### config.mk
export PLATFORM = sky130hd
export DESIGN_NAME = fetch_unit
export DESIGN_NICKNAME = d
export VERILOG_FILES = /design/src/rtl/fetch_unit_pkg.sv /design/src/rtl/fetch_perf_counters.sv /design/src/rtl/fetch_unit.sv
export SDC_FILE = /design/constraint.sdc
export NUM_CORES = 1
export LEC_CHECK = 0
export BUFFER_PORTS_ARGS = -buffer_cell sky130_fd_sc_hd__buf_2
export CORE_MARGIN = 2
export CORE_UTILIZATION = 30
export DETAILED_ROUTE_END_ITERATION = 8
export GPL_ROUTABILITY_DRIVEN = 0
export HOLD_SLACK_MARGIN = 0.02
export PLACE_DENSITY_LB_ADDON = 0.08
export SLEW_MARGIN = 20
export SYNTH_ARGS = -nofsm -noshare
export SYNTH_HDL_FRONTEND = slang
export SYNTH_SLANG_ARGS = --single-unit
### constraint.sdc
create_clock -name clk -period 2.58 [get_ports clk]
set_input_delay 0.258 -clock clk [delete_from_list [all_inputs] [get_ports clk]]
set_output_delay 0.258 -clock clk [all_outputs]
set_load 0.05 [all_outputs]
### src/rtl/fetch_unit_pkg.sv
// Shared constants for the LEGv8 fetch stage: FSM encodings, halt sentinel,
// opcode field bounds and the branch-target alignment mask.
package fetch_unit_pkg;

    typedef enum logic [2:0] {
        S_REQ   = 3'd0,
        S_WAIT  = 3'd1,
        S_EXEC  = 3'd2,
        S_HALT  = 3'd3,
        S_FAULT = 3'd4
    } state_t;

    localparam logic [31:0] HALT_WORD_DEFAULT = 32'h0000_0000;

    localparam int unsigned OPCODE_MSB = 31;
    localparam int unsigned OPCODE_LSB = 21;

    localparam logic [1:0] ALIGN_MASK = 2'b11;

    function automatic logic is_misaligned(input logic [1:0] low_bits);
        return (low_bits & ALIGN_MASK) != 2'b00;
    endfunction

endpackage

### src/rtl/fetch_perf_counters.sv
// Saturating retired-instruction and memory-stall counters for fetch_unit;
// only instantiated when FETCH_PERF_CNT_EN is defined.
module fetch_perf_counters (
    input  logic        clk,
    input  logic        reset,
    input  logic        inc_retired,
    input  logic        inc_stall,
    output logic [31:0] perf_retired,
    output logic [31:0] perf_stall
);

    always_ff @(posedge clk) begin
        if (reset) begin
            perf_retired <= '0;
            perf_stall   <= '0;
        end else begin
            if (inc_retired && (perf_retired != '1)) begin
                perf_retired <= perf_retired + 32'd1;
            end
            if (inc_stall && (perf_stall != '1)) begin
                perf_stall <= perf_stall + 32'd1;
            end
        end
    end

endmodule

### src/rtl/fetch_unit.sv
// Instruction-fetch stage of the non-pipelined LEGv8 core: PC ownership, imem
// handshake, instruction hold for decode, halt/misalignment detection.
// Optional performance counters are enabled with `define FETCH_PERF_CNT_EN.
module fetch_unit
    import fetch_unit_pkg::*;
#(
    parameter int unsigned             PC_WIDTH    = 64,
    parameter int unsigned             INSTR_WIDTH = 32,
    parameter logic [PC_WIDTH-1:0]     RESET_PC    = '0,
    parameter logic [INSTR_WIDTH-1:0]  HALT_WORD   = INSTR_WIDTH'(HALT_WORD_DEFAULT)
) (
    input  logic                   clk,
    input  logic                   reset,
    output logic                   imem_req,
    output logic [PC_WIDTH-1:0]    imem_addr,
    input  logic                   imem_ready,
    input  logic                   imem_rvalid,
    input  logic [INSTR_WIDTH-1:0] imem_rdata,
    output logic [INSTR_WIDTH-1:0] instr,
    output logic [10:0]            opcode,
    output logic                   instr_valid,
    input  logic                   instr_ack,
    input  logic                   branch_taken,
    input  logic [PC_WIDTH-1:0]    branch_target,
    output logic [PC_WIDTH-1:0]    pc,
    output logic [PC_WIDTH-1:0]    pc_plus4,
    output logic                   halted,
    output logic                   fault,
    output logic [31:0]            perf_retired,
    output logic [31:0]            perf_stall
);

    state_t                 state;
    state_t                 state_next;
    logic [PC_WIDTH-1:0]    pc_q;
    logic [PC_WIDTH-1:0]    pc_next;
    logic [INSTR_WIDTH-1:0] instr_q;
    logic [INSTR_WIDTH-1:0] instr_next;

    always_ff @(posedge clk) begin
        if (reset) begin
            state   <= S_REQ;
            pc_q    <= RESET_PC;
            instr_q <= '0;
        end else begin
            state   <= state_next;
            pc_q    <= pc_next;
            instr_q <= instr_next;
        end
    end

    assign pc_plus4 = pc_q + PC_WIDTH'(4);

    always_comb begin
        state_next  = state;
        pc_next     = pc_q;
        instr_next  = instr_q;
        imem_req    = 1'b0;
        instr_valid = 1'b0;
        halted      = 1'b0;
        fault       = 1'b0;
        case (state)
            S_REQ: begin
                // Gated by reset so the request is low during the reset cycle itself.
                imem_req = !reset;
                if (imem_ready) begin
                    state_next = S_WAIT;
                end
            end
            S_WAIT: begin
                if (imem_rvalid) begin
                    instr_next = imem_rdata;
                    state_next = S_EXEC;
                end
            end
            S_EXEC: begin
                instr_valid = 1'b1;
                if (instr_ack) begin
                    if (instr_q == HALT_WORD) begin
                        state_next = S_HALT;
                    end else if (branch_taken && is_misaligned(branch_target[1:0])) begin
                        state_next = S_FAULT;
                    end else begin
                        pc_next    = branch_taken ? branch_target : pc_plus4;
                        state_next = S_REQ;
                    end
                end
            end
            S_HALT: begin
                halted = 1'b1;
            end
            S_FAULT: begin
                fault = 1'b1;
            end
            default: begin
                state_next = S_FAULT;
            end
        endcase
    end

    assign imem_addr = pc_q;
    assign pc        = pc_q;
    assign instr     = instr_q;
    assign opcode    = instr_q[OPCODE_MSB:OPCODE_LSB];

`ifdef FETCH_PERF_CNT_EN
    logic inc_retired;
    logic inc_stall;

    assign inc_retired = (state == S_EXEC) && instr_ack;
    assign inc_stall   = ((state == S_REQ) && !imem_ready) ||
                         ((state == S_WAIT) && !imem_rvalid);

    fetch_perf_counters u_perf (
        .clk          (clk),
        .reset        (reset),
        .inc_retired  (inc_retired),
        .inc_stall    (inc_stall),
        .perf_retired (perf_retired),
        .perf_stall   (perf_stall)
    );
`else
    assign perf_retired = '0;
    assign perf_stall   = '0;
`endif

endmodule

# Word level (Yosys, flattened, before mapping)
# Index checks and enable logic that the tools add are counted.
[totals]
ff_bits = 99
input_bits = 102
output_inout_bits = 303
[op_classes]
add_sub_neg = 1
eq_ne = 7
mux = 11
n_bitwise = 3
n_reduce_logical = 9
[op_table]
columns = ["cell", "n"]
rows = [
  ["adder 64 x 3 -> 64 bit (second input constant)", 1],
  ["two-way mux 64 bit", 1],
  ["zero test 32 bit", 1],
  ["two-way mux 3 bit", 5],
  ["one-hot mux 3 bit (4 select lines)", 1],
  ["AND reduction 4 bit", 2],
  ["equality test 3 x 2 -> 1 bit (second input constant)", 2],
  ["!= test 2 bit (second input constant)", 3],
  ["two-way mux 1 bit", 4],
  ["equality test 3 x 1 -> 1 bit (second input constant)", 1],
  ["equality test 3 bit (second input constant)", 1],
  ["zero test 3 bit", 1],
  ["NOT 1 bit", 3],
  ["AND reduction 2 bit", 1],
  ["nonzero test 2 bit", 1],
  ["OR reduction 2 bit", 1],
  ["logical AND 1 bit", 1],
  ["zero test 1 bit", 1],
]

# Longest topological paths before layout
[depth]
depth_word = 6
ltp_mapped = 9
ltp_nobuf = 7

# Least setup slack after synthesis
# No wires, ideal clock.
[synth_path]
kind = "reg-to-reg"
from = "register pc_q[12] (netlist: imem_addr[12])"
to = "register pc_q[35] (netlist: imem_addr[35])"
arrival_time_ns = 3.335
slack_ns = -0.816
path_stages_with_launch = 8
path_buffers = 1
synth_period_minus_slack_ns = 3.396
path_cell_list = "dfxtp_1 > buf_2 > nand4_2 > or4_4 > nor3_1 > nand3_1 > xnor2_1 > o21a_1"
[synth_via]
elab_chain_cells = 2
[synth_rtl]
columns = ["item", "line", "rtl"]
rows = [
  ["from (decl)", "fetch_unit.sv:35", "logic [PC_WIDTH-1:0] pc_q;"],
  ["from (signal assigned)", "fetch_unit.sv:47", "pc_q <= pc_next;"],
  ["adder 64 x 3 -> 64 bit", "fetch_unit.sv:52", "assign pc_plus4 = pc_q + PC_WIDTH'(4);"],
  ["net pc_plus4[35]", "fetch_unit.sv:26", "output logic [PC_WIDTH-1:0] pc_plus4,"],
  ["two-way mux 64 bit", "fetch_unit.sv:84", "pc_next = branch_taken ? branch_target : pc_plus4;"],
]
# The timed path passes the listed nets, and every way through them passes these cells.
# A chain may end at the register's enable or synchronous reset.

# Worst setup path after layout
[layout_path]
from = "register pc_q[12] (netlist: imem_addr[12])"
to = "output port pc_plus4[36]"
[layout_via]
elab_chain_cells = 1
[layout_rtl]
columns = ["item", "line"]
rows = [
  ["adder 64 x 3 -> 64 bit", "fetch_unit.sv:52"],
  ["to (decl)", "fetch_unit.sv:26"],
]
# Every way passes these cells.

==> impl_metrics.py <==
metrics = {
    "outcome": {
        "status": "finished with violations",
        "violations": "setup timing",
    },
    "power_and_ir_drop": {
        "total_power_w": 0.00510,
        "ir_worst_vdd_mv": 0.403,
        "p_leak_nw": 4.99,
        "power_density_nw_per_um2": 489,
    },
    "grt": {
        "grt_antenna_before_repair": 3,
        "gr-total-overflow": 0,
        "grt_pass1_vias": 7255,
        "grt_max_degree": 133,
        "grt_usage_pct": 21.9,
        "grt_pass1_wl_mm": 42.4,
    },
    "yosys": {
        "yosys_warnings": 0,
        "synthFlopType": "dfxtp_1",
        "synth-seq-area-share_pct": 27.6,
        "syn_area_per_cell_um2": 7.32,
        "synth_edf_count": 0,
        "synth-seq-cells": 99,
        "synth_async_sr_flop_share_pct": 0,
        "syn_area_um2": 7170,
        "synth_cells": 980,
        "synth_cell_types": 56,
    },
    "sta": {
        "fin_crit_ps": 2720,
        "max_freq_mhz": 368,
        "max-slew-margin-rel_pct": 38.7,
        "fin_crit_sh_pct": 105,
        "tns_ps": -305,
        "slew_viol_final": 0,
        "hold_slack_ps": 117,
        "setup_violations": 3,
        "worst_slack_ps": -139,
        "hold_viol": 0,
        "tightest_slew_ps": 916,
        "fin_skew_ps": 13.9,
        "rsz0062_at_grt": "true",
    },
    "routing": {
        "vias_per_cell": 4.88,
        "routed_wl_mm": 28.4,
        "drt_iter0_markers": 438,
        "final_antenna_net_count": 0,
        "wl_per_cell_um": 17.7,
        "num_vias": 7868,
        "drt_first_pass_iters": 5,
        "drc_errors": 0,
    },
    "layout": {
        "area_growth_pct": 45.6,
        "layout_commonest_cell": "buf_2",
        "nFillCells": 2460,
        "final_cell_mix": "buf_2, nand2_1, buf_4",
        "final_nets": 1389,
        "drive_gt1_share_pct": 48.1,
    },
    "job": {
        "drv_cap": 0,
    },
    "floorplanning": {
        "core_um2": 23500,
        "die-width_um": 159,
        "ioPinCount": 405,
        "initial_utilization_pct": 30.6,
        "die_area_um2": 25200,
        "rows": 56,
        "die_y_um": 159,
    },
    "setup_path": {
        "cp-start-kind": "flop",
        "critPathRequiredTime_ps": 2320,
        "cp-end-kind": "output port",
        "critPathMaxFanout": 4,
        "arrival_ps": 2460,
        "critPathKind": "reg2out",
    },
    "clock_network": {
        "clkTransAtPathRegs_ps": 90,
        "cts_tree": "done",
        "clock_latency_ps": 370,
        "clock-sinks": 99,
        "htreeDepth": 3,
        "cts_made_buffers": 9,
        "root_buffer": "clkbuf_16",
        "cts_buffer_depth": 2,
    },
    "worst_hold_path": {
        "holdCritPathClass": "in2reg",
    },
    "placement": {
        "place.port_buffers": 340,
        "dp_hpwl_mm": 21.3,
    },
}
where the power goes:
part	leakage, nW	switching, W	internal, W	total, W
logic	4.02	0.00147	0.000476	0.00194
clock network	0.146	0.000725	0.000684	0.00141
registers	0.830	0.000127	0.00163	0.00175
total	4.99	0.00232	0.00279	0.00510
layer usage:
layer	vias to the layer above	wire (µm)	track usage, %
met5	-	27	0
met4	4	265	4.33
met3	18	1870	4.25
met2	288	13900	37.0
met1	3716	12400	29.0
li1	3842	-	-
cell usage after synthesis (4+ instances only):
cell | number | area share [%]
nand2_1 | 146 | 7.6
a31oi_1 | 8 | 0.70
dfxtp_1 | 99 | 28
inv_1 | 9 | 0.47
buf_4 | 141 | 15
and3_1 | 22 | 1.9
nand4_1 | 26 | 2.3
o41ai_1 | 6 | 0.73
buf_1 | 4 | 0.21
a21o_1 | 9 | 0.94
nor4_1 | 17 | 1.5
nand2b_1 | 9 | 0.79
xnor2_1 | 30 | 3.7
mux2i_1 | 4 | 0.56
a32o_1 | 8 | 1.1
o31ai_1 | 8 | 0.84
a22oi_1 | 14 | 1.5
o21ai_0 | 43 | 3.0
nor2_1 | 58 | 3.0
or2_2 | 4 | 0.35
clkbuf_1 | 64 | 3.3
o211ai_1 | 6 | 0.63
a22o_1 | 10 | 1.2
xor2_1 | 28 | 3.4
nand3_1 | 45 | 3.1
nor3b_1 | 4 | 0.42
o21a_1 | 15 | 1.6
and4_1 | 10 | 1.2
a21oi_1 | 64 | 4.5
nor3_1 | 24 | 1.7
cell families after synthesis:
| kind of cell | count (synthesis) | synth area share, % |
|---|---|---|
| AO/OA/AOI/OAI | 216 | 19.6 |
| AND/OR/NAND/NOR | 379 | 25.6 |
| flip-flops | 99 | 27.6 |
| adder cells (fa/ha/maj) | 1 | 0.174 |
| multiplexers | 4 | 0.558 |
| other | 1 | 0.0523 |
| buffers and inverters | 221 | 19.0 |
| XOR/XNOR | 59 | 7.31 |
stage by stage:
step	cell area (µm²)	utilization [%]	instances	worst slack, ps
floorplan	7990	-	1043	-99.0
global placement	9460	40.3	1577	110
detailed placement	9460	40.3	1577	23.8
CTS	10100	43.0	1601	-140
global route	10400	44.5	1610	-192
finish	10400	44.5	1611	-139
flip-flops by register name (all words and copies together), names as in the netlist:
| register | cells |
|---|---|
| imem_addr | 64 |
| state | 3 |
| instr | 32 |
final timing paths:
path / start / end / slack (ps) / cells past startpoint
min reg2reg: instr[19] / instr[19] / 480 / 2
min: imem_rdata[15] / instr[15] / 120 / 3
max reg2reg: imem_addr[12] / imem_addr[34] / 160 / 8
max: imem_addr[12] / pc_plus4[36] / -140 / 6
final cells by class:
cell class / instances / area [µm²] / share of cell area [%]
clock inverters: 7 / 72.6 / 0.695
inverters: 9 / 33.8 / 0.324
diodes: 1 / 2.50 / 0.0240
flip-flops and latches: 99 / 2090 / 20.0
well taps: 319 / 399 / 3.82
clock buffers: 9 / 225 / 2.16
repair buffers: 444 / 2750 / 26.3
multi-input cells: 723 / 4870 / 46.7
worst max-delay path, stage by stage (launching register included):
cell	delay, ps
dfxtp_4	360
nand4_4	110
or4_4	580
or4_4	540
nor2_4	150
xor2_4	180
buf_6	180
repair_timing:
action,4_1_cts,5_1_grt
hold buffers,0,0
pin swaps,11,8
setup endpoints to repair,38,43
gates resized for setup,91,71
setup buffers,8,9
No activity file was read; power rests on OpenSTA's default activity.
